$ cat src/rtl/enigma_pkg.sv
// Shared types and constants for the Enigma controller slice.
// Stepping mode is selected by ENIGMA_DOUBLE_STEP_EN (see enigma_stepper).
package enigma_pkg;

    localparam int unsigned LETTER_W = 5;
    typedef logic [LETTER_W-1:0] letter_t;

    // Turnover notches: Q (rotor I), E (rotor II), V (rotor III)
    localparam letter_t NOTCH_L = 5'd16;
    localparam letter_t NOTCH_M = 5'd4;
    localparam letter_t NOTCH_R = 5'd21;

    typedef logic [2:0] opcode_t;
    localparam opcode_t OP_NOP     = 3'd0;
    localparam opcode_t OP_SET_L   = 3'd1;
    localparam opcode_t OP_SET_M   = 3'd2;
    localparam opcode_t OP_SET_R   = 3'd3;
    localparam opcode_t OP_ENCRYPT = 3'd4;
    localparam opcode_t OP_ZERO    = 3'd5;

    typedef logic [2:0] state_t;
    localparam state_t StIdle   = 3'd0;
    localparam state_t StStep   = 3'd1;
    localparam state_t StLaunch = 3'd2;
    localparam state_t StWait   = 3'd3;
    localparam state_t StOutput = 3'd4;

endpackage

$ cat src/rtl/enigma_stepper.sv
// Combinational rotor stepping: pre-step positions in, stepped positions out.
// ENIGMA_DOUBLE_STEP_EN selects historical double step; otherwise pure odometer.
module enigma_stepper
    import enigma_pkg::*;
#(
    parameter int unsigned LW          = 5,
    parameter int unsigned NUM_LETTERS = 26
) (
    input  logic [LW-1:0] pos_l_i,
    input  logic [LW-1:0] pos_m_i,
    input  logic [LW-1:0] pos_r_i,
    output logic [LW-1:0] pos_l_o,
    output logic [LW-1:0] pos_m_o,
    output logic [LW-1:0] pos_r_o
);

    logic r_hit, m_hit, adv_m, adv_l;

    assign r_hit = (pos_r_i == LW'(NOTCH_R));
    assign m_hit = (pos_m_i == LW'(NOTCH_M));

`ifdef ENIGMA_DOUBLE_STEP_EN
    // Middle rotor sitting on its notch drags itself along with the left rotor
    assign adv_m = r_hit || m_hit;
    assign adv_l = m_hit;
`else
    assign adv_m = r_hit;
    assign adv_l = r_hit && m_hit;
`endif

    function automatic logic [LW-1:0] inc(input logic [LW-1:0] x);
        return (x == LW'(NUM_LETTERS - 1)) ? '0 : x + LW'(1);
    endfunction

    assign pos_r_o = inc(pos_r_i);
    assign pos_m_o = adv_m ? inc(pos_m_i) : pos_m_i;
    assign pos_l_o = adv_l ? inc(pos_l_i) : pos_l_i;

endmodule

$ cat src/rtl/enigma_ctrl.sv
// Command sequencer owning rotor positions and launching the cipher datapath.
// Stepping behaviour depends on ENIGMA_DOUBLE_STEP_EN via enigma_stepper.
module enigma_ctrl
    import enigma_pkg::*;
#(
    parameter int unsigned LW          = 5,
    parameter int unsigned NUM_LETTERS = 26
) (
    input  logic          clk,
    input  logic          rst_n,
    input  logic          cmd_valid_i,
    output logic          cmd_ready_o,
    input  logic [2:0]    cmd_op_i,
    input  logic [LW-1:0] cmd_data_i,
    output logic          dp_start_o,
    output logic [LW-1:0] dp_letter_o,
    output logic [LW-1:0] pos_l_o,
    output logic [LW-1:0] pos_m_o,
    output logic [LW-1:0] pos_r_o,
    input  logic          dp_done_i,
    input  logic [LW-1:0] dp_result_i,
    output logic          out_valid_o,
    input  logic          out_ready_i,
    output logic [LW-1:0] out_letter_o,
    output logic          err_o
);

    state_t        state_q, state_d;
    logic [LW-1:0] pos_l_q, pos_l_d, pos_m_q, pos_m_d, pos_r_q, pos_r_d;
    logic [LW-1:0] letter_q, letter_d;
    logic [LW-1:0] out_q, out_d;
    logic          err_q, err_d;
    logic [LW-1:0] step_l, step_m, step_r;
    logic          operand_bad;

    enigma_stepper #(
        .LW          (LW),
        .NUM_LETTERS (NUM_LETTERS)
    ) u_stepper (
        .pos_l_i (pos_l_q),
        .pos_m_i (pos_m_q),
        .pos_r_i (pos_r_q),
        .pos_l_o (step_l),
        .pos_m_o (step_m),
        .pos_r_o (step_r)
    );

    assign operand_bad = (cmd_data_i > LW'(NUM_LETTERS - 1));

    always_comb begin
        state_d  = state_q;
        pos_l_d  = pos_l_q;
        pos_m_d  = pos_m_q;
        pos_r_d  = pos_r_q;
        letter_d = letter_q;
        out_d    = out_q;
        err_d    = 1'b0;
        case (state_q)
            StIdle: begin
                if (cmd_valid_i) begin
                    case (cmd_op_i)
                        OP_NOP: ;
                        OP_SET_L: begin
                            if (operand_bad) err_d = 1'b1;
                            else             pos_l_d = cmd_data_i;
                        end
                        OP_SET_M: begin
                            if (operand_bad) err_d = 1'b1;
                            else             pos_m_d = cmd_data_i;
                        end
                        OP_SET_R: begin
                            if (operand_bad) err_d = 1'b1;
                            else             pos_r_d = cmd_data_i;
                        end
                        OP_ENCRYPT: begin
                            if (operand_bad) begin
                                err_d = 1'b1;
                            end else begin
                                letter_d = cmd_data_i;
                                state_d  = StStep;
                            end
                        end
                        OP_ZERO: begin
                            pos_l_d = '0;
                            pos_m_d = '0;
                            pos_r_d = '0;
                        end
                        default: err_d = 1'b1;
                    endcase
                end
            end
            StStep: begin
                pos_l_d = step_l;
                pos_m_d = step_m;
                pos_r_d = step_r;
                state_d = StLaunch;
            end
            StLaunch: state_d = StWait;
            StWait: begin
                if (dp_done_i) begin
                    out_d   = dp_result_i;
                    state_d = StOutput;
                end
            end
            StOutput: begin
                if (out_ready_i) state_d = StIdle;
            end
            default: state_d = StIdle;
        endcase
    end

    always_ff @(posedge clk or negedge rst_n) begin
        if (!rst_n) begin
            state_q  <= StIdle;
            pos_l_q  <= '0;
            pos_m_q  <= '0;
            pos_r_q  <= '0;
            letter_q <= '0;
            out_q    <= '0;
            err_q    <= 1'b0;
        end else begin
            state_q  <= state_d;
            pos_l_q  <= pos_l_d;
            pos_m_q  <= pos_m_d;
            pos_r_q  <= pos_r_d;
            letter_q <= letter_d;
            out_q    <= out_d;
            err_q    <= err_d;
        end
    end

    assign cmd_ready_o  = (state_q == StIdle);
    assign dp_start_o   = (state_q == StLaunch);
    assign out_valid_o  = (state_q == StOutput);
    assign dp_letter_o  = letter_q;
    assign pos_l_o      = pos_l_q;
    assign pos_m_o      = pos_m_q;
    assign pos_r_o      = pos_r_q;
    assign out_letter_o = out_q;
    assign err_o        = err_q;

endmodule

$ cat config.mk
export PLATFORM = sky130hd
export DESIGN_NAME = enigma_ctrl
export DESIGN_NICKNAME = d
export VERILOG_FILES = /design/src/rtl/enigma_pkg.sv /design/src/rtl/enigma_stepper.sv /design/src/rtl/enigma_ctrl.sv
export SDC_FILE = /design/constraint.sdc
export NUM_CORES = 1
export LEC_CHECK = 0
export BUFFER_PORTS_ARGS = -buffer_cell sky130_fd_sc_hd__buf_4
export CORE_MARGIN = 5
export CORE_UTILIZATION = 40
export CTS_BUF_LIST = sky130_fd_sc_hd__clkbuf_2
export DETAILED_ROUTE_END_ITERATION = 8
export PLACE_DENSITY = 0.6
export SYNTH_ARGS = -nofsm -noshare
export SYNTH_HDL_FRONTEND = slang
export SYNTH_HIERARCHICAL = 1
export SYNTH_SLANG_ARGS = --single-unit
$ cat constraint.sdc
create_clock -name clk -period 2.2 [get_ports clk]
set_input_delay 0.11 -clock clk [delete_from_list [all_inputs] [get_ports clk]]
set_output_delay 0.11 -clock clk [all_outputs]
set_load 0.05 [all_outputs]
==> metrics <==
outcome finished, final reports clean; Crit Path Max Fanout 15; Starting Density between 40% and 50%; final slew viol count 0; total gr overflow 0; Detailed Place HPWL 3450 um; signal arrival time at the worst endpoint ~2.4 ns; sequential fraction of the synthesis area between 30% and 40%; H-tree depth 2; endpoints failing hold 0; Worst Reg-to-Reg Cells 4; Die ar. 6170 sq um; multi-input logic area ~1100 sq um; wire per inst approximately 16 um; Core Area approximately 4600 sq um; register area 729 sq um; largest net degree at the start of global routing 30; Pwr per Cell Area approximately 1600 nW/um^2; first-pass GRT wire length around 7700 um; IO Pins between 40 and 50; CTS tree done; Worst Tran Pin Value ~1.2 ns; Yosys cell types 46; Fin Setup TNS 0 ns; Sink Count 29; hold path depth 3; Final setup viols 0; CP Launch Type flop; peak supply drop around 0.76 mV; vias per cell roughly 5.7; DRC 0; Total GRT Usage 15.4%; ratio of cells with drive above 1 in the final layout about two fifths; fin crit share around 94%; Port Buf Inserts 46; DRT iter0 DRCs 73; crit end category flop; end point of the critical path pos_r_o[2]; Critical Path Source state_q[0]; total CTS buffers 5; Placement Rows 25; Bufs on Longest Clock Path 2; unrepaired setup endpoints after global routing false; Avg Inst Size Synth 10.7 sq um; r2r setup slk between 0.1 and 0.15 ns; Root Buffer clkbuf_2; Slew HR between 20% and 30%; leakage power total around 0.0011 uW; nets@finish around 260; number of antenna violations at the first check in global routing 0; Main synth FF type dfrtp_1; Final Skew 0.0166 ns; maxcap violations 0; Post-DRT Antenna Nets 0; Ant. Diodes 0; worst min path class in2reg; synthesized area 1880 sq um; vias in the first global route between 1,500 and 2,000; Setup CP Type reg2reg; RR Endpoint pos_r_o[2]; gpl congestion ~0.86; post-synthesis register bit count 29; area growth from synthesis to layout 27.8%; Die Ht 78.5 um; Synth Net Count 201; Gate Count Post-Synth between 150 and 200; DRT Pass-1 Iters 4; Overall Power a little under 4000 uW; Die W around 79 um; number of vias in the routed layout between 1,500 and 2,000; Ys Warns 6; number of flops mapped to enable cells by yosys 0; fmax roughly 0.48 GHz; ys async rst share between 90% and 100%; post-layout min period about 2.1 ns; R2R Path Start state_q[0]; setup ws final between 0.1 and 0.15 ns; worst-skew pair later-pin latency around 0.36 ns; DRT Wirelength between 4000 and 5000 um; Clk pin slew, worst setup/hold paths between 0.15 and 0.2 ns; post-CTS sizing 0; dpl ws between 0.15 and 0.2 ns; Fill cells between 400 and 500; Critical Path RT ~2.5 ns
## per-stage QoR
step / hold WS (ns) / area, sq um / util, % / cells
final: 0.0270 / 2400 / 51.8 / 288
after global routing: 0.00984 / 2400 / 51.8 / 288
after CTS: 0.00559 / 2400 / 51.8 / 288
after detailed placement: 0.0608 / 2280 / 49.2 / 272
after global placement: 0.0567 / 2280 / 49.2 / 272
after floorplan: -0.186 / 1880 / - / 176
## what timing repair did
item | CTS | global route
buffers inserted | 0 | 0
hold buffers | 8 | 0
endpoints found under the hold margin | 36 | 0
## critical path, cell delays in order, from the launching register on
cell	delay, ns
dfrtp_1	0.49
nor3b_2	0.20
a21oi_1	0.91
a22o_2	0.28
mux2_2	0.14
## per-layer routing
metal | vias to the layer above | wire length, um | global-route usage (%) | part of all wire (%)
li1 | 782 | - | - | -
met1 | 802 | 2030 | 18.5 | 43
met2 | 52 | 2310 | 26.6 | 49
met3 | 6 | 281 | 4.47 | 6.0
met4 | 0 | 51 | 4.72 | 1.1
met5 | - | 0 | 0 | 0
## placed cells by master, fill, tap and decap left out, types with 5 or more instances in the layout
| cell | netlist | final |
|---|---|---|
| a22o_1 | 12 | 12 |
| dlygate4sd3_1 | 0 | 8 |
| inv_1 | 8 | 8 |
| ha_1 | 7 | 7 |
| nand2_1 | 6 | 6 |
| clkbuf_2 | 1 | 6 |
| nor2_1 | 7 | 7 |
| nand3_1 | 9 | 9 |
| dfrtp_1 | 29 | 26 |
| o21ai_0 | 14 | 14 |
| buf_4 | 1 | 50 |
| mux2_2 | 25 | 25 |
| a21oi_1 | 5 | 5 |
## final cells by class
type,instances,area share [%]
Multi-Input combinational cell,131,44.9
Clock inverter,2,0.417
Inverter,8,1.25
Timing Repair Buffer,58,19.0
Sequential cell,29,30.4
Clock buffer,6,1.25
Tap cell,54,2.82
## state kept, by name, summed over array words and instances, names as in the netlist
signal,cells
pos_r_o,5
pos_l_o,5
pos_m_o,5
out_letter_o,5
dp_letter_o,5
state_q,3
err_o,1
## synthesized netlist by cell type (all sizes together), types with 3 or more instances
| master | n | area, sq um |
|---|---|---|
| a21oi | 5 | 25.0 |
| o21ai | 15 | 75.1 |
| o211ai | 3 | 22.5 |
| nor2 | 7 | 26.3 |
| clkbuf | 4 | 16.3 |
| dfrtp | 29 | 726 |
| a31oi | 3 | 33.8 |
| buf | 4 | 28.8 |
| and3 | 4 | 25.0 |
| nand4b | 4 | 50.1 |
| mux2 | 26 | 293 |
| ha | 7 | 87.6 |
| inv | 8 | 30.0 |
| a22o | 16 | 145 |
| nand3 | 9 | 45.0 |
| nand2 | 7 | 28.8 |
## worst min path at each step
| stage | start | end | slack (ns) |
|---|---|---|---|
| 2_1_floorplan | rst_n | dp_letter_o[0] | -0.19 |
| 3_3_place_gp | rst_n | pos_r_o[4] | 0.06 |
| 3_5_place_dp | rst_n | dp_letter_o[2] | 0.06 |
| 4_1_cts | dp_done_i | state_q[0] | 0.006 |
| 5_1_grt | cmd_data_i[0] | dp_letter_o[0] | 0.01 |
| 6_report | dp_done_i | state_q[0] | 0.03 |
## where the power goes
part	switching [uW]	total, uW	leakage (uW)	internal (uW)
clock network	186	266	0.0000327	79.8
registers	347	1130	0.000355	784
logic	1520	2510	0.000757	987
## logic make-up after synthesis
logic type	after synthesis	synth area share, %
buffers and inverters	16	4.00
DFF	29	38.6
AOI/OAI and AO/OA	49	19.3
adders and majority gates	7	4.66
xor gates and xnor gates	1	0.466
muxes	28	16.7
and+or+nand+nor	46	16.3
Power figures use the tool's default switching activity.
